[src/rtl/prescaler_pkg.sv]
// Shared constants, operation decode and types for the programmable sclk prescaler.
package prescaler_pkg;

    localparam int PRESC_DW        = 8;
    localparam int PRESC_RST_SCALE = 0;

    // What the divider does on a given sysclk edge; load outranks counting.
    typedef enum logic [1:0] {
        OP_IDLE  = 2'd0,
        OP_LOAD  = 2'd1,
        OP_COUNT = 2'd2
    } presc_op_e;

    function automatic presc_op_e presc_decode_op(input logic ld, input logic en);
        if (ld) begin
            return OP_LOAD;
        end else if (en) begin
            return OP_COUNT;
        end
        return OP_IDLE;
    endfunction

endpackage

[src/rtl/prescaler_edge_gen.sv]
// Registered rise/fall strobes, one sysclk cycle wide, aligned with the first
// cycle in which the divided clock shows its new level.
module prescaler_edge_gen (
    input  logic i_sysclk,
    input  logic i_sysrst,
    input  logic i_toggle,
    input  logic i_sclk,
    output logic o_rise,
    output logic o_fall
);

    logic rise_q, rise_d;
    logic fall_q, fall_d;

    // A toggle from low produces a rise, from high a fall; never both.
    always_comb begin
        rise_d = i_toggle & ~i_sclk;
        fall_d = i_toggle &  i_sclk;
    end

    // Strobe registers, cleared immediately by reset.
    always_ff @(posedge i_sysclk or posedge i_sysrst) begin
        if (i_sysrst) begin
            rise_q <= 1'b0;
            fall_q <= 1'b0;
        end else begin
            rise_q <= rise_d;
            fall_q <= fall_d;
        end
    end

    assign o_rise = rise_q;
    assign o_fall = fall_q;

endmodule

[src/rtl/prescaler.sv]
// Programmable prescaler: o_sclk half period is scale+1 sysclk cycles, with
// registered single-cycle rise/fall strobes for use as clock enables.
module prescaler
    import prescaler_pkg::*;
#(
    parameter int DW = PRESC_DW
) (
    input  logic          i_sysclk,
    input  logic          i_sysrst,
    input  logic          i_module_en,
    input  logic          i_ld,
    input  logic [DW-1:0] i_ld_data,
    output logic          o_sclk,
    output logic          o_sclk_rise,
    output logic          o_sclk_fall
);

    logic [DW-1:0] scale_q, scale_d;
    logic [DW-1:0] cnt_q, cnt_d;
    logic          sclk_q, sclk_d;
    logic          toggle;
    presc_op_e     op;

    // Classify the current edge: load, count or hold.
    always_comb begin
        op = presc_decode_op(i_ld, i_module_en);
    end

    // Equality compare means cnt never passes scale, so scale=255 is safe and a
    // load (the only way scale changes) always restarts cnt from zero.
    always_comb begin
        scale_d = scale_q;
        cnt_d   = cnt_q;
        sclk_d  = sclk_q;
        toggle  = 1'b0;
        unique case (op)
            OP_LOAD: begin
                scale_d = i_ld_data;
                cnt_d   = '0;
            end
            OP_COUNT: begin
                if (cnt_q == scale_q) begin
                    cnt_d  = '0;
                    sclk_d = ~sclk_q;
                    toggle = 1'b1;
                end else begin
                    cnt_d = cnt_q + DW'(1);
                end
            end
            default: begin
            end
        endcase
    end

    // Divider state; reset also discards the loaded ratio.
    always_ff @(posedge i_sysclk or posedge i_sysrst) begin
        if (i_sysrst) begin
            scale_q <= DW'(PRESC_RST_SCALE);
            cnt_q   <= '0;
            sclk_q  <= 1'b0;
        end else begin
            scale_q <= scale_d;
            cnt_q   <= cnt_d;
            sclk_q  <= sclk_d;
        end
    end

    prescaler_edge_gen u_edge_gen (
        .i_sysclk (i_sysclk),
        .i_sysrst (i_sysrst),
        .i_toggle (toggle),
        .i_sclk   (sclk_q),
        .o_rise   (o_sclk_rise),
        .o_fall   (o_sclk_fall)
    );

    assign o_sclk = sclk_q;

endmodule

[config.mk]
export PLATFORM = sky130hd
export DESIGN_NAME = prescaler
export DESIGN_NICKNAME = d
export VERILOG_FILES = /design/src/rtl/prescaler_pkg.sv /design/src/rtl/prescaler_edge_gen.sv /design/src/rtl/prescaler.sv
export SDC_FILE = /design/constraint.sdc
export NUM_CORES = 1
export LEC_CHECK = 0
export CORE_MARGIN = 4
export CORE_UTILIZATION = 54
export CTS_CLUSTER_DIAMETER = 50
export CTS_CLUSTER_SIZE = 20
export DETAILED_ROUTE_END_ITERATION = 6
export GPL_TIMING_DRIVEN = 0
export PLACE_DENSITY = 0.83
export RECOVER_POWER = 100
export SLEW_MARGIN = 20
export SYNTH_ARGS = -nofsm -noshare
export SYNTH_HDL_FRONTEND = slang
export SYNTH_SLANG_ARGS = --single-unit
[constraint.sdc]
create_clock -name i_sysclk -period 3.2 [get_ports i_sysclk]
set_clock_uncertainty 0.05 [all_clocks]
set_input_delay 0.48 -clock i_sysclk [delete_from_list [all_inputs] [get_ports i_sysclk]]
set_output_delay 0.48 -clock i_sysclk [all_outputs]
set_load 0.05 [all_outputs]
# Word-level counts from Yosys, hierarchy flattened
# Index checks and enable logic that the tools add are counted.
# W data, S select, Z words.
[totals] register_bits=19 out_inout_bits=3
[classes] add_sub_neg=1 eq_ne=3 muxes=9 bitwise_logic=3 reduce_logical=2
[ops] cell="$pmux W8 S2" n=1
[ops] cell="$add A8 B1 Y8 const B" n=1
[ops] cell="$eq A8 B8 Y1" n=1
[ops] cell="$mux W8" n=1
[ops] cell="$mux W2" n=3
[ops] cell="$mux W1" n=4
[ops] cell="$and A1 B1 Y1" n=2
[ops] cell="$eq A2 B1 Y1 const B" n=1
[ops] cell="$eq A2 B2 Y1 const B" n=1
[ops] cell="$reduce_and A2 Y1" n=1
[ops] cell="$reduce_bool A2 Y1" n=1
[ops] cell="$not A1 Y1" n=1

# Depth between registers and ports, before layout
# Gate-level depths: netlist of the first run.
[logic_depth] word_depth=6 depth_mapped=6

# By module
# A second synthesis of the first run with hierarchy kept.
[unflattened] hier_cells=89 hier_area_um2=994.7
[modules_own_cells] mod="prescaler" instances=1 cells_each=84 area_per_inst_um2=924.6
[modules_own_cells] mod="prescaler_edge_gen" instances=1 cells_each=5 area_per_inst_um2=70.1

# Worst setup path after synthesis of the first run
# Ideal clock, no wire load.
[synth_timing] path_kind="reg2reg" start="register cnt_q[3]" end="register cnt_q[3]" setup_time_ps=124 t_arrival_ps=1356 required_time_ps=3026 setup_slack_ps=1670 stages_incl_launch_ff=7 n_path_buf=1 synth_period_minus_slack_ps=1530 path_cell_list="dfrtp_1 > xnor2_1 > nand4_1 > o21ai_2 > buf_6 > nor3_1 > a211o_1"
[synth_between] elab_chain_len=3 elab_cells_between_ends=4 cone_classes="add/sub (1); eq/ne (1); mux (2)"
[synth_rtl] item="from (decl)" line="prescaler.sv:19" source="logic [DW-1:0] cnt_q, cnt_d;"
[synth_rtl] item="from (signal assigned)" line="prescaler.sv:63" source="cnt_q <= cnt_d;"
[synth_rtl] item="$add A8 B1 Y8 / $eq A8 B8 Y1 (equally long branches)" line="prescaler.sv:47, prescaler.sv:42"
[synth_rtl] item="$mux W8 *" line="prescaler.sv:42" source="if (cnt_q == scale_q) begin"
[synth_rtl] item="$pmux W8 S2 *" line="prescaler.sv:36" source="unique case (op)"
# Mark *: on every way between the ends. The rest lies on a longest branch, timed or not.
# A chain may end at the register's enable or synchronous reset.

# Worst setup path after layout of the first run
[layout_timing] start="register sclk_q (netlist: o_sclk)" end="output port o_sclk"
[layout_lines] item="from (decl)" line="prescaler.sv:20" source="logic sclk_q, sclk_d;"
[layout_lines] item="from (signal assigned)" line="prescaler.sv:64" source="sclk_q <= sclk_d;"
[layout_lines] item="to (decl)" line="prescaler.sv:13" source="output logic o_sclk,"
# No word-level cell between the ends.

==> impl_metrics.xml, run 1 <==
<?xml version="1.0" encoding="UTF-8"?>
<metrics>
  <group name="outcome">
    <metric name="status" unit="">complete, no violations</metric>
  </group>
  <group name="run">
    <metric name="cap_violations" unit="">0</metric>
  </group>
  <group name="worst_setup_path">
    <metric name="crit_type" unit="">register to primary output</metric>
    <metric name="cp_slowest_stage_delay" unit="ns">0.89</metric>
    <metric name="end_kind" unit="">primary output</metric>
    <metric name="worst_ep_arrival_time" unit="ns">1.59</metric>
    <metric name="worst-path-max-fanout" unit="">4</metric>
    <metric name="critical_path_buf_inv_count" unit="">1</metric>
    <metric name="critPathRequiredTime" unit="ns">2.67</metric>
    <metric name="startpoint_type" unit="">register</metric>
    <metric name="cpMaxStageDelayCell" unit="">sky130_fd_sc_hd__dlygate4sd3_1</metric>
    <metric name="cp_top_family" unit="">buffers and inverters</metric>
    <metric name="crit_chain" unit="">dlygate4sd3_1</metric>
  </group>
  <group name="timing">
    <metric name="setup_slack" unit="ns">1.078</metric>
    <metric name="setup_viol" unit="">0</metric>
    <metric name="maxSlewViolCount" unit="">0</metric>
    <metric name="grt_setup_unrepaired" unit="">no</metric>
    <metric name="layout_worst_path_cycle_share" unit="%">66.30</metric>
    <metric name="worst-slew-pin-transition" unit="ns">0.6835</metric>
    <metric name="finalWorstPathRequiredPeriod" unit="ns">2.122</metric>
    <metric name="report.final.hold_viol_count" unit="">0</metric>
    <metric name="setup_total_negative_slack" unit="ns">0</metric>
    <metric name="slew_headroom" unit="%">54.38</metric>
    <metric name="hold_slack" unit="ns">0.4422</metric>
    <metric name="max_freq" unit="MHz">471.3</metric>
  </group>
  <group name="detailed_routing">
    <metric name="post_detailed_route_via_to_cell_ratio" unit="">5.866</metric>
    <metric name="vias" unit="">698</metric>
    <metric name="finalWirelength" unit="µm">1631</metric>
    <metric name="drtAntennaViolNets" unit="">0</metric>
    <metric name="first_pass_iters" unit="">4</metric>
    <metric name="post-route-drc-count" unit="">0</metric>
    <metric name="detail_route.iter0.violations" unit="">5</metric>
    <metric name="route.detailed.wl_per_inst" unit="µm">13.71</metric>
  </group>
  <group name="logic_synthesis">
    <metric name="post_synth_instance_area" unit="µm²">913.4</metric>
    <metric name="yosys-top-cells-area" unit="">sky130_fd_sc_hd__dfrtp_1, sky130_fd_sc_hd__mux2_2, sky130_fd_sc_hd__xnor2_1</metric>
    <metric name="synth_top_cell_area_share" unit="%">52.05</metric>
    <metric name="synth-edff-count" unit="">0</metric>
    <metric name="ys_top_cells_by_count" unit="">sky130_fd_sc_hd__dfrtp_1, sky130_fd_sc_hd__nand2_1, sky130_fd_sc_hd__xnor2_1</metric>
    <metric name="synth_sequential_area_ratio" unit="%">52.05</metric>
    <metric name="yosys_warnings" unit="">0</metric>
    <metric name="yosys.area.top_type" unit="">sky130_fd_sc_hd__dfrtp_1</metric>
    <metric name="syn-mean-instance-area" unit="µm²">10.75</metric>
    <metric name="synthFlopType" unit="">sky130_fd_sc_hd__dfrtp_1</metric>
    <metric name="synth_cell_types" unit="">25</metric>
    <metric name="ys_ff_latch" unit="">19</metric>
    <metric name="synth.most_common_cell" unit="">sky130_fd_sc_hd__dfrtp_1</metric>
    <metric name="async_flop_share" unit="%">100.0</metric>
    <metric name="post_synth_inst_count" unit="">85</metric>
    <metric name="post_synthesis_net_count" unit="">98</metric>
  </group>
  <group name="global_route">
    <metric name="grt_max_degree" unit="">20</metric>
    <metric name="grtUsageTotal" unit="%">15.76</metric>
    <metric name="grt-ovfl-total" unit="">0</metric>
    <metric name="grt_pass1_vias" unit="">700</metric>
    <metric name="initial_antenna_violation_count" unit="">0</metric>
    <metric name="global_route_wire_length_before_repair" unit="µm">2946</metric>
  </group>
  <group name="cts">
    <metric name="tritoncts_buffers" unit="">3</metric>
    <metric name="cts-root-to-sink-buffers" unit="">2</metric>
    <metric name="worst_skew_pair.late_latency" unit="ns">0.29</metric>
    <metric name="root_buffer_cell" unit="">sky130_fd_sc_hd__clkbuf_4</metric>
    <metric name="clock_sink_count" unit="">19</metric>
    <metric name="tritoncts" unit="">built</metric>
    <metric name="cts_setup_buffers" unit="">0</metric>
    <metric name="post_cts.resized_instances" unit="">0</metric>
    <metric name="cts-htree-levels" unit="">1</metric>
    <metric name="clk_pin_slew" unit="ns">0.11</metric>
    <metric name="post_cts_hold_buffer_count" unit="">0</metric>
  </group>
  <group name="power_and_ir_drop">
    <metric name="leakage" unit="nW">0.4758</metric>
    <metric name="switching_power" unit="µW">112.9</metric>
    <metric name="combinational_power_share" unit="%">14.4</metric>
    <metric name="power.share.clock" unit="%">26.0</metric>
    <metric name="power.share.switching" unit="%">25.17</metric>
    <metric name="internal_power" unit="µW">335.6</metric>
    <metric name="power.density_cell_area" unit="nW/µm²">411.5</metric>
    <metric name="max-vdd-ir-drop" unit="mV">0.3282</metric>
    <metric name="sequential_share_of_power" unit="%">59.7</metric>
  </group>
  <group name="floorplanning">
    <metric name="die-width" unit="µm">49.13</metric>
    <metric name="floorplan.rows" unit="">14</metric>
    <metric name="floorplan.initialDensity" unit="%">58.59</metric>
    <metric name="num_io_pins" unit="">15</metric>
    <metric name="die_y" unit="µm">49.13</metric>
    <metric name="core_area" unit="µm²">1559</metric>
    <metric name="die-area" unit="µm²">2413</metric>
  </group>
  <group name="finish">
    <metric name="areaGrowthSynthToFinish" unit="%">19.32</metric>
    <metric name="final_design_area_no_fill" unit="µm²">1090</metric>
    <metric name="nNetsFinal" unit="">117</metric>
    <metric name="drive_above_1_share" unit="%">12.62</metric>
    <metric name="final_core_utilization" unit="%">69.90</metric>
    <metric name="num_antenna_cells" unit="">0</metric>
  </group>
  <group name="placement">
    <metric name="pre_cts_ws" unit="ns">1.067</metric>
    <metric name="placement.cell_area" unit="µm²">1074</metric>
    <metric name="hpwl" unit="µm">1295</metric>
    <metric name="gp_routability_congestion" unit="">0.8198</metric>
    <metric name="port_buffers" unit="">14</metric>
  </group>
  <group name="worst_hold_path">
    <metric name="worst_min_delay_path_category" unit="">register to register</metric>
  </group>
</metrics>
-- logic make-up (layout without fill, tap and decap cells) --
kind of cell | Yosys count | in the layout | share of synthesized area, %
AND/OR/NAND/NOR | 32 | 32 | 16.30
flip-flops | 19 | 19 | 52.06
AO/OA/AOI/OAI | 12 | 12 | 9.316
XOR/XNOR | 9 | 9 | 8.631
multiplexers | 8 | 8 | 9.863
buffers and inverters | 4 | 22 | 2.466
adder cells (fa/ha/maj) | 1 | 1 | 1.370
-- final timing paths --
check                      startpoint                 to  slack [ns]  cells past startpoint
max in group asynchronous    i_sysrst           cnt_q[1]        1.99                      2
hold reg to reg                o_sclk  u_edge_gen.o_rise        0.44                      1
setup / recovery               o_sclk             o_sclk        1.08                      1
hold / removal                 o_sclk  u_edge_gen.o_rise        0.44                      1
setup reg to reg             cnt_q[3]           cnt_q[3]        1.11                      6
min in group asynchronous    i_sysrst  u_edge_gen.o_rise        0.66                      2
-- power by group through the flow --
| stage | Combinational [mW] | Sequential, mW | Clock, mW |
|---|---|---|---|
| 2_1_floorplan | 0.0378 | 0.275 | 0 |
| 3_3_place_gp | 0.0660 | 0.272 | 0 |
| 3_5_place_dp | 0.0684 | 0.272 | 0 |
| 4_1_cts | 0.0686 | 0.268 | 0.119 |
| 5_1_grt | 0.0707 | 0.269 | 0.134 |
| 6_report | 0.0645 | 0.268 | 0.116 |
-- sequential cells by signal, summed over array words and instances (netlist names) --
name	count
scale_q	8
o_sclk	1
cnt_q	8
u_edge_gen.o_rise	1
u_edge_gen.o_fall	1
-- placed cells by master, fill, tap and decap left out, drive strengths merged --
cell type	count
nor2	7
o22ai	1
o211ai	1
a21o	1
clkinv	1
nand3	4
or2	1
and3	1
ha	1
a21oi	1
dfrtp	19
nand4	2
o21ai	4
nand2	10
nor3	3
dlygate4sd3	5
clkdlybuf4s50	9
clkbuf	5
a211o	3
or3	2
o2bb2ai	1
nand2b	1
xnor2	9
nor2b	1
inv	2
mux2	8
-- stage by stage --
stage | std cells | power [mW]
detailed placement | 115 | 0.3408
finish | 119 | 0.4484
floorplan | 85 | 0.3130
CTS | 119 | 0.4550
global placement | 115 | 0.3376
global route | 119 | 0.4736
-- cell type report --
cell class / count / area (µm²)
multi-input cells: 62 / 411.6
inverters: 2 / 7.507
clock buffers: 3 / 22.52
clock inverters: 1 / 5.005
fillers: 116 / 469.2
plain buffers: 2 / 7.507
repair buffers: 14 / 140.1
flip-flops and latches: 19 / 475.5
well taps: 16 / 20.02
-- per-layer routing --
layer	GRT usage [%]	routed length, µm
met5	0	0
met4	5.687	10
met3	4.281	81
met2	28.57	864
met1	17.32	675
No activity file was read; power rests on OpenSTA's default activity.
==> run 2: changes to the inputs <==
Settings changed: CORE_UTILIZATION 54 to 46, PLACE_DENSITY 0.83 to 0.75.
Clock period 3.2 ns to 1.8 ns, I/O delays scaled along.
==> run 2 against run 1 <==
  * Cell count increased by 8.4%
  * Worst hold slack improved by 0.0061 ns
  * Global-route usage decreased by 1.9 points
  * Sequential share of layout area decreased by 0.98 points
  * Critical path type unchanged
  * Critical endpoint is now o_sclk_fall
  * Largest cell class unchanged
==> impl_metrics.xml, run 2 (synthesized netlist as in run 1, its figures left out) <==
<?xml version="1.0" encoding="UTF-8"?>
<metrics>
  <group name="outcome">
    <metric name="status" unit="">complete, no violations</metric>
  </group>
  <group name="detailed_routing">
    <metric name="detail_route.iter0.violations" unit="">8</metric>
    <metric name="vias" unit="">680</metric>
    <metric name="route.detailed.wl_per_inst" unit="µm">12.36</metric>
    <metric name="post-route-drc-count" unit="">0</metric>
    <metric name="drtAntennaViolNets" unit="">0</metric>
    <metric name="finalWirelength" unit="µm">1595</metric>
    <metric name="first_pass_iters" unit="">4</metric>
    <metric name="post_detailed_route_via_to_cell_ratio" unit="">5.271</metric>
  </group>
  <group name="timing">
    <metric name="finalWorstPathRequiredPeriod" unit="ns">1.748</metric>
    <metric name="setup_slack" unit="ns">0.05167</metric>
    <metric name="layout_worst_path_cycle_share" unit="%">97.13</metric>
    <metric name="hold_slack" unit="ns">0.4483</metric>
    <metric name="max_freq" unit="MHz">572.0</metric>
    <metric name="maxSlewViolCount" unit="">0</metric>
    <metric name="setup_total_negative_slack" unit="ns">0</metric>
    <metric name="report.final.hold_viol_count" unit="">0</metric>
    <metric name="slew_headroom" unit="%">54.00</metric>
    <metric name="worst-slew-pin-transition" unit="ns">0.6892</metric>
    <metric name="setup_viol" unit="">0</metric>
  </group>
  <group name="worst_setup_path">
    <metric name="worst-path-stages" unit="">1</metric>
    <metric name="cp_slowest_stage_delay" unit="ns">0.79</metric>
    <metric name="cpMaxStageDelayCell" unit="">sky130_fd_sc_hd__clkdlybuf4s50_1</metric>
    <metric name="cp_top_family" unit="">buffers and inverters</metric>
    <metric name="crit_type" unit="">register to primary output</metric>
    <metric name="worst_ep_arrival_time" unit="ns">1.43</metric>
    <metric name="end_kind" unit="">primary output</metric>
    <metric name="critPathRequiredTime" unit="ns">1.48</metric>
    <metric name="register_to_register_path_depth" unit="">6</metric>
    <metric name="critical_path_buf_inv_count" unit="">1</metric>
    <metric name="worst-path-max-fanout" unit="">1</metric>
    <metric name="crit_chain" unit="">clkdlybuf4s50_1</metric>
    <metric name="startpoint_type" unit="">register</metric>
  </group>
  <group name="global_route">
    <metric name="grtUsageTotal" unit="%">13.81</metric>
    <metric name="initial_antenna_violation_count" unit="">0</metric>
    <metric name="grt-ovfl-total" unit="">0</metric>
    <metric name="global_route_wire_length_before_repair" unit="µm">2815</metric>
    <metric name="grt_max_degree" unit="">20</metric>
    <metric name="grt_pass1_vias" unit="">690</metric>
  </group>
  <group name="cts">
    <metric name="cts-htree-levels" unit="">1</metric>
    <metric name="post_cts_hold_buffer_count" unit="">0</metric>
    <metric name="tritoncts_buffers" unit="">3</metric>
    <metric name="worst_skew_pair.late_latency" unit="ns">0.29</metric>
    <metric name="tritoncts" unit="">built</metric>
    <metric name="cts-root-to-sink-buffers" unit="">2</metric>
    <metric name="clock_sink_count" unit="">19</metric>
    <metric name="root_buffer_cell" unit="">sky130_fd_sc_hd__clkbuf_4</metric>
    <metric name="clk_pin_slew" unit="ns">0.11</metric>
  </group>
  <group name="finish">
    <metric name="nNetsFinal" unit="">118</metric>
    <metric name="drive_above_1_share" unit="%">15.38</metric>
    <metric name="layout_common_cells" unit="">sky130_fd_sc_hd__dfrtp_1, sky130_fd_sc_hd__nand2_1, sky130_fd_sc_hd__clkdlybuf4s50_1, sky130_fd_sc_hd__xnor2_1, sky130_fd_sc_hd__mux2_2</metric>
    <metric name="num_antenna_cells" unit="">0</metric>
    <metric name="final_common_cell" unit="">sky130_fd_sc_hd__dfrtp_1</metric>
    <metric name="areaGrowthSynthToFinish" unit="%">22.05</metric>
    <metric name="final_design_area_no_fill" unit="µm²">1115</metric>
    <metric name="layout_top_registers" unit="">cnt_q (8), scale_q (8)</metric>
  </group>
  <group name="floorplanning">
    <metric name="die-width" unit="µm">52.56</metric>
    <metric name="die_y" unit="µm">52.56</metric>
    <metric name="core_area" unit="µm²">1802</metric>
    <metric name="floorplan.initialDensity" unit="%">50.69</metric>
    <metric name="num_io_pins" unit="">15</metric>
    <metric name="die-area" unit="µm²">2763</metric>
    <metric name="floorplan.rows" unit="">15</metric>
  </group>
  <group name="run">
    <metric name="cap_violations" unit="">0</metric>
  </group>
  <group name="placement">
    <metric name="port_buffers" unit="">14</metric>
    <metric name="placement.cell_area" unit="µm²">1085</metric>
    <metric name="pre_cts_ws" unit="ns">-0.1255</metric>
    <metric name="hpwl" unit="µm">1159</metric>
    <metric name="gp_routability_congestion" unit="">0.7526</metric>
  </group>
  <group name="power_and_ir_drop">
    <metric name="leakage" unit="nW">0.4740</metric>
    <metric name="power.density_cell_area" unit="nW/µm²">725.5</metric>
    <metric name="max-vdd-ir-drop" unit="mV">0.5460</metric>
  </group>
  <group name="worst_hold_path">
    <metric name="worst_min_delay_path_category" unit="">register to register</metric>
    <metric name="hold_depth" unit="">1</metric>
  </group>
</metrics>
==> run 2: changes by cell type in the layout (fill, tap and decap cells not counted), sizes merged <==
cell           delta
buf               +2
clkdlybuf4s50     +1
clkinv            -1
clkinvlp          +1
dlygate4sd2       +1
dlygate4sd3       -3
==> run 2: timing repair <==
item                       CTS  global route
pin swaps                    0             1
setup buffers                0             1
setup endpoints to repair    1             2
resized for setup            1             1
==> run 2: path summary, 6_finish.rpt <==
path                              startpoint                end  slack (ns)
min in group asynchronous           i_sysrst  u_edge_gen.o_fall        0.46
setup reg to reg                    cnt_q[2]           cnt_q[3]        0.11
hold reg to reg                       o_sclk  u_edge_gen.o_rise        0.45
max in group asynchronous           i_sysrst           cnt_q[0]        0.80
setup / recovery           u_edge_gen.o_fall        o_sclk_fall        0.05
hold / removal                        o_sclk  u_edge_gen.o_rise        0.45
==> run 2: layer usage <==
| layer | track usage [%] | wire length (µm) | up-vias |
|---|---|---|---|
| met3 | 3.419 | 80 | 2 |
| met5 | 0 | 0 | - |
| li1 | - | - | 334 |
| met2 | 24.38 | 795 | 15 |
| met4 | 5.532 | 16 | 0 |
| met1 | 15.70 | 703 | 329 |
==> run 2: layout make-up <==
class,count,area [µm²]
clock buffer,3,22.52
buffer,2,15.01
clock inverter,1,7.507
multi-input combinational,62,415.4
inverter,2,7.507
timing repair buffer,15,140.1
fill,162,686.9
sequential,19,475.5
tap,25,31.28
==> run 2: through the flow <==
stage	power [mW]	std cells	util, %
final	0.8088	129	61.88
after global routing	0.8564	129	61.88
after CTS	0.8200	128	61.81
after detailed placement	0.6031	124	60.21
after global placement	0.5999	124	60.21
after floorplan	0.5564	85	-
==> run 2: power breakdown <==
part	switching [mW]	total, mW	internal, mW
clock	0.133	0.218	0.0844
sequential	0.0222	0.474	0.452
combinational	0.0526	0.117	0.0646
total	0.208	0.809	0.601
